**src/rtl/ga_sync_irq.sv**
```systemverilog
// ga_sync_irq: Gate Array sync / raster interrupt stage behind the CRTC.
// Turns CRTC HSYNC/VSYNC into monitor HSYNC/VSYNC, runs the 52-line interrupt
// counter (R52) with CPU acknowledge and RMR reset, and latches the video mode
// at HSYNC start.
// Optional feature macro: GA_VSYNC_IRQ_SYNC_EN -- when defined, a VSYNC rise
// resynchronises R52 VS_IRQ_DELAY HSYNC falls later (and may raise INT).
module ga_sync_irq #(
  parameter int IRQ_LINES    = 52,
`ifdef GA_VSYNC_IRQ_SYNC_EN
  parameter int VS_IRQ_DELAY = 2,
`endif
  parameter int GA_VS_LINES  = 26,
  parameter int HS_DELAY     = 2,
  parameter int HS_WIDTH     = 4
) (
  input  logic       CLOCK,
  input  logic       nRESET,
  input  logic       CLKEN,
  input  logic       HSYNC_IN,
  input  logic       VSYNC_IN,
  input  logic       INT_ACK,
  input  logic       RMR_WR,
  input  logic [4:0] RMR_DI,
  output logic       INT,
  output logic       HSYNC_OUT,
  output logic       VSYNC_OUT,
  output logic [1:0] MODE,
  output logic [5:0] R52
);

  localparam int VCW = $clog2(GA_VS_LINES + 1);
  localparam logic [6:0]     IRQ_N  = 7'(IRQ_LINES);
  localparam logic [3:0]     HS_SET = 4'(HS_DELAY - 1);
  localparam logic [3:0]     HS_CLR = 4'(HS_DELAY + HS_WIDTH - 1);
  localparam logic [VCW-1:0] VS_N   = VCW'(GA_VS_LINES);

  logic           hs_q, hs_d, vs_q, vs_d;
  logic           int_q, int_d;
  logic           hso_q, hso_d, vso_q, vso_d;
  logic [1:0]     mode_q, mode_d, pend_q, pend_d;
  logic [5:0]     r52_q, r52_d, r52_ack;
  logic [6:0]     r52_inc;
  logic [3:0]     hcnt_q, hcnt_d;
  logic [VCW-1:0] vcnt_q, vcnt_d;
  logic           hs_fall, hs_rise, vs_rise, vs_fall;
  logic           unused_rmr_bits;

`ifdef GA_VSYNC_IRQ_SYNC_EN
  localparam int VDW = $clog2(VS_IRQ_DELAY + 1);
  logic [VDW-1:0] vdly_q, vdly_d;
`endif

  // Edges are only meaningful on a character enable.
  assign hs_fall = CLKEN &  hs_q & ~HSYNC_IN;
  assign hs_rise = CLKEN & ~hs_q &  HSYNC_IN;
  assign vs_rise = CLKEN & ~vs_q &  VSYNC_IN;
  assign vs_fall = CLKEN &  vs_q & ~VSYNC_IN;

  // Mode bits 3:2 of RMR belong to the ROM mapping, not this stage.
  assign unused_rmr_bits = ^RMR_DI[3:2];

  // Acknowledge clears bit 5 before the counter sees this cycle's HS fall.
  assign r52_ack = INT_ACK ? {1'b0, r52_q[4:0]} : r52_q;
  assign r52_inc = {1'b0, r52_ack} + 7'd1;

  // Next-state logic: edge history, interrupt counter, mode, sync shaping.
  always_comb begin
    hs_d   = CLKEN ? HSYNC_IN : hs_q;
    vs_d   = CLKEN ? VSYNC_IN : vs_q;
    int_d  = int_q & ~INT_ACK;
    r52_d  = r52_ack;
    pend_d = pend_q;
    mode_d = mode_q;
    hcnt_d = hcnt_q;
    hso_d  = hso_q;
    vcnt_d = vcnt_q;
    vso_d  = vso_q;
`ifdef GA_VSYNC_IRQ_SYNC_EN
    vdly_d = vdly_q;
`endif

    // Raster counter: every HSYNC fall counts a line, wrap at IRQ_LINES fires INT.
    if (hs_fall) begin
      if (r52_inc == IRQ_N) begin
        r52_d = '0;
        int_d = 1'b1;
      end else begin
        r52_d = r52_inc[5:0];
      end
    end

`ifdef GA_VSYNC_IRQ_SYNC_EN
    // VSYNC resync: counts down HS falls after a VS rise, then clears R52 and
    // fires INT only if the counter was in its upper half (no short interrupt).
    if (hs_fall && (vdly_q != '0)) begin
      vdly_d = vdly_q - VDW'(1);
      if (vdly_q == VDW'(1)) begin
        if (r52_inc >= 7'd32) int_d = 1'b1;
        r52_d = '0;
      end
    end
    if (vs_rise) vdly_d = VDW'(VS_IRQ_DELAY);
`endif

    // RMR write has the final word over INT and R52.
    if (RMR_WR) begin
      pend_d = RMR_DI[1:0];
      if (RMR_DI[4]) begin
        r52_d = '0;
        int_d = 1'b0;
      end
    end

    // Mode is picked up at HSYNC start, including a same-cycle RMR write.
    if (hs_rise) mode_d = pend_d;

    // HSYNC character counter, saturating so long pulses cannot wrap.
    if (CLKEN && HSYNC_IN) begin
      if (hs_rise)               hcnt_d = '0;
      else if (hcnt_q != 4'hF)   hcnt_d = hcnt_q + 4'd1;
    end

    // Monitor HSYNC: starts HS_DELAY chars in, lasts at most HS_WIDTH chars.
    if (CLKEN) begin
      if (hs_fall)                                  hso_d = 1'b0;
      else if (hso_q && (hcnt_q == HS_CLR))         hso_d = 1'b0;
      else if (HSYNC_IN && !hs_rise && (hcnt_q == HS_SET)) hso_d = 1'b1;
    end

    // Monitor VSYNC: restarts on VS rise, ends on VS fall or after GA_VS_LINES.
    if (vs_rise) begin
      vso_d  = 1'b1;
      vcnt_d = '0;
    end else if (vs_fall) begin
      vso_d  = 1'b0;
    end else if (hs_fall && vso_q) begin
      vcnt_d = vcnt_q + VCW'(1);
      if (vcnt_d == VS_N) vso_d = 1'b0;
    end
  end

  // State registers with asynchronous clear.
  always_ff @(posedge CLOCK or negedge nRESET) begin
    if (!nRESET) begin
      hs_q   <= 1'b0;
      vs_q   <= 1'b0;
      int_q  <= 1'b0;
      hso_q  <= 1'b0;
      vso_q  <= 1'b0;
      mode_q <= '0;
      pend_q <= '0;
      r52_q  <= '0;
      hcnt_q <= '0;
      vcnt_q <= '0;
`ifdef GA_VSYNC_IRQ_SYNC_EN
      vdly_q <= '0;
`endif
    end else begin
      hs_q   <= hs_d;
      vs_q   <= vs_d;
      int_q  <= int_d;
      hso_q  <= hso_d;
      vso_q  <= vso_d;
      mode_q <= mode_d;
      pend_q <= pend_d;
      r52_q  <= r52_d;
      hcnt_q <= hcnt_d;
      vcnt_q <= vcnt_d;
`ifdef GA_VSYNC_IRQ_SYNC_EN
      vdly_q <= vdly_d;
`endif
    end
  end

  assign INT       = int_q;
  assign HSYNC_OUT = hso_q;
  assign VSYNC_OUT = vso_q;
  assign MODE      = mode_q;
  assign R52       = r52_q;

endmodule

```
**config.mk**
```make
export PLATFORM = sky130hd
export DESIGN_NAME = ga_sync_irq
export DESIGN_NICKNAME = d
export VERILOG_FILES = /design/src/rtl/ga_sync_irq.sv
export SDC_FILE = /design/constraint.sdc
export NUM_CORES = 1
export LEC_CHECK = 0
export ABC_AREA = 1
export CORE_ASPECT_RATIO = 1.25
export CORE_MARGIN = 3
export CORE_UTILIZATION = 46
export CTS_BUF_LIST = sky130_fd_sc_hd__clkbuf_4 sky130_fd_sc_hd__clkbuf_8 sky130_fd_sc_hd__clkbuf_16
export CTS_CLUSTER_DIAMETER = 200
export DETAILED_ROUTE_END_ITERATION = 7
export GPL_TIMING_DRIVEN = 0
export PLACE_DENSITY_LB_ADDON = 0.05
export SLEW_MARGIN = 30
export SYNTH_ARGS = -nofsm -noshare
export SYNTH_HDL_FRONTEND = slang
export SYNTH_SLANG_ARGS = --single-unit
```
**constraint.sdc**
```tcl
create_clock -name CLOCK -period 1.24 [get_ports CLOCK]
set_input_delay 0.248 -clock CLOCK [delete_from_list [all_inputs] [get_ports CLOCK]]
set_output_delay 0.248 -clock CLOCK [all_outputs]
set_load 0.005 [all_outputs]
```
==> results.toml <==
[timing]
min_period_over_period_pct = 112
rsz0062_at_grt = "true"
period_needed_ns = 1.38
finClkSkew_ns = 0.00168
final-setup-viol-count = 5
drv_slew = 0
fmax_ghz = 0.723
finalHoldViolations = 0
slew_headroom_pct = 64.8
setup_tns_ns = -0.416
worst_slack_ns = -0.143
tightest_slew_ns = 0.527

[clocking]
clock_path_buffers = 2
clk-insertion-delay-late_ns = 0.30
cts_tree = "done"
htreeDepth = 1
root_buffer = "clkbuf_4"
cts_made_buffers = 3
clkTransAtPathRegs_ns = 0.13
cts_sinks = 24

[die]
rows = 21
dieHeight_um = 65.7
die-width_um = 53.8
dieArea_sq_um = 3530
pin_count = 23
coreArea_sq_um = 2710
start_util_pct = 48.5

[global_route]
antenna_found_initial = 0
grt_remaining_overflow = 0
grt_start_max_net_pins = 25
grtUsageTotal_pct = 18.7
grt_pass1_wl_um = 5010
grt_pass1_vias = 1217

[logic_synthesis]
synth_nets = 173
synth_area_sq_um = 1310
seq_area_frac_synth_pct = 45.8
yosys_warnings = 0
netlist_instances = 155
postSynthAreaPerCell_sq_um = 8.47
ys_seq_elements = 24
yosysUniqueCellTypes = 25

[layout]
regArea_sq_um = 606
fillers = 216
finalNetCount = 217
n_antenna_cell = 0
drive_gt1_share_pct = 39.9
multi_input_area_sq_um = 785
syn_to_final_growth_pct = 47.1
fin_cells = 232

[placed_design]
gp_congestion = 0.802
place_hpwl_um = 1990
place_inst = 208
portBuffers = 19

[setup_path]
path_max_fanout = 4
critPathLaunchType = "flip-flop"
required_ns = 1.44
end_kind = "flip-flop"
crit_chain = "ha_4, nand2_2, nand2_2, nor2_2, nand2_1, nor2_1, nand3_1, nand2_1, nor2_1"
cpPeakStageDelay_ns = 0.47
slowest_stage = "dfrtp_2"
cp.arrival_ns = 1.58
critical_path_class = "flip-flop to flip-flop"

[pwr]
swShare_pct = 33.5
p_per_area_nw_per_um2 = 1250
seq_power_share_pct = 44.1
combPwrFrac_pct = 39.2
leakagePower_nw = 0.899
p_clk_share_pct = 16.7
power_switching_uw = 809
p_int_mw = 1.61
peakVddDrop_uv = 1180

[routing]
dr.pass1.iters = 4
route.vias.total = 1149
avgRoutedWirePerCell_um = 13.4
avgViaCountPerCell = 4.95
antenna_left = 0
drtIter0Drc = 27
drc = 0
wl_um = 3120

[run_status]
status = "finished, violations left"
violations = "setup timing"

[flow_run]
maxCapViolCount = 0

[min_path]
hp-class = "input pin to flip-flop"
==> stage by stage <==
step | hold slack [ns] | power, mW | utilization (%) | worst slack (ns) | cell area [sq um]
after floorplan | -0.0476 | 1.41 | - | -0.0840 | 1320
after global placement | 0.481 | 1.64 | 57.2 | -0.450 | 1550
after detailed placement | 0.263 | 1.68 | 57.0 | -0.457 | 1540
after CTS | 0.212 | 2.27 | 66.4 | -0.155 | 1800
after global routing | 0.237 | 2.57 | 71.3 | -0.235 | 1930
final | 0.238 | 2.42 | 71.3 | -0.143 | 1930
==> critical path: cells and delay by family (launching register included) <==
kind,cells,cell delay [ns]
DFF,1,0.47
and+or+nand+nor,8,0.64
adders and majority gates,1,0.19
==> registers in the layout (all words and copies together) (netlist names) <==
name       count
MODE           2
hcnt_q         4
R52            6
pend_q         2
vcnt_q         5
INT            1
hs_q           1
vs_q           1
HSYNC_OUT      1
VSYNC_OUT      1
==> power by group through the flow <==
stage / Sequential, mW / Combinational [mW] / Clock, mW
after detailed placement: 1.09 / 0.586 / 0
after floorplan: 1.07 / 0.341 / 0
after CTS: 1.05 / 0.808 / 0.415
final: 1.07 / 0.946 / 0.403
after global placement: 1.08 / 0.559 / 0
after global routing: 1.09 / 1.04 / 0.451
==> per-layer routing <==
metal  up-vias  track usage, %  part of all wire, %
li1        584               -                    -
met1       547            20.3                   40
met2        14            34.5                   57
met3         4            3.40                  2.6
met4         0            6.39                 0.96
met5         -               0                    0
==> logic make-up (layout without fill, tap and decap cells) <==
family                     count (synthesis)  after routing  share of synthesized area, %
AOI/OAI and AO/OA                         24             24                          10.4
xor gates and xnor gates                   4              4                          2.67
adders and majority gates                  6              6                          5.72
buffers and inverters                     26             69                          8.01
DFF                                       24             24                          45.8
muxes                                      5              5                          4.19
and+or+nand+nor                           66             66                          23.3
==> cell usage in the layout, fill, tap and decap left out, types with 2 or more instances in the layout <==
cell | synthesis | layout
a21oi_1 | 6 | 5
o21ai_1 | 2 | 7
clkbuf_4 | 0 | 3
nand2_1 | 30 | 22
nand4_1 | 2 | 2
nor2_2 | 0 | 2
clkdlybuf4s15_1 | 0 | 9
nand2_2 | 3 | 10
mux2_2 | 4 | 4
nand3_4 | 0 | 3
o22ai_2 | 0 | 2
nand3_2 | 1 | 3
clkdlybuf4s50_1 | 0 | 5
nor2_1 | 12 | 9
inv_4 | 0 | 2
buf_4 | 2 | 15
xor2_2 | 0 | 2
buf_6 | 0 | 6
ha_4 | 0 | 4
nand3_1 | 12 | 7
nor2_4 | 1 | 2
inv_1 | 24 | 16
inv_2 | 0 | 6
dfrtp_2 | 0 | 4
nor3_1 | 2 | 2
clkbuf_2 | 0 | 2
dfrtp_1 | 24 | 20
o21ai_0 | 12 | 6
==> synth_stat cells <==
| library cell | count | area, sq um |
|---|---|---|
| a21oi_1 | 6 | 30.0 |
| nor3_1 | 2 | 10.0 |
| o21bai_1 | 1 | 7.51 |
| nor2_4 | 1 | 11.3 |
| ha_1 | 6 | 75.1 |
| nand2_1 | 30 | 113 |
| nand2_2 | 3 | 18.8 |
| nand4_1 | 2 | 12.5 |
| o22ai_1 | 2 | 12.5 |
| nand3_1 | 12 | 60.1 |
| nand3_2 | 1 | 10.0 |
| xnor2_1 | 1 | 8.76 |
| a21oi_4 | 1 | 16.3 |
| o21ai_1 | 2 | 10.0 |
| mux2i_1 | 1 | 10.0 |
| nor3b_1 | 1 | 7.51 |
| xor2_1 | 3 | 26.3 |
| nand3b_1 | 1 | 7.51 |
| nor3_2 | 1 | 10.0 |
| inv_1 | 24 | 90.1 |
| dfrtp_1 | 24 | 601 |
| buf_4 | 2 | 15.0 |
| o21ai_0 | 12 | 60.1 |
| mux2_2 | 4 | 45.0 |
| nor2_1 | 12 | 45.0 |
==> area by class of cell <==
cell class	instances	area share (%)
buffer	2	0.972
clock buffer	4	1.88
inverter	24	4.93
multi-input combinational	105	40.6
sequential	24	31.4
tap	34	2.20
timing repair buffer	39	18.0
==> worst paths after layout <==
check	slack, ns	from	cells past startpoint	to
max	-0.14	R52[0]	9	R52[2]
min	0.24	CLKEN	2	vs_q
max reg2reg	-0.14	R52[0]	9	R52[2]
min reg2reg	0.52	pend_q[0]	1	pend_q[0]
max in group asynchronous	0.42	nRESET	2	hs_q
min in group asynchronous	0.44	nRESET	2	hcnt_q[1]
==> timing repair <==
action                                  4_1_cts  5_1_grt
endpoints found under the hold margin        24        0
hold buffers                                  1        0
buffers inserted                             16        3
pin swaps                                    18       24
resized for setup                            47       41
endpoints found under the setup margin       28       27
(Power assumes the default switching activity.)
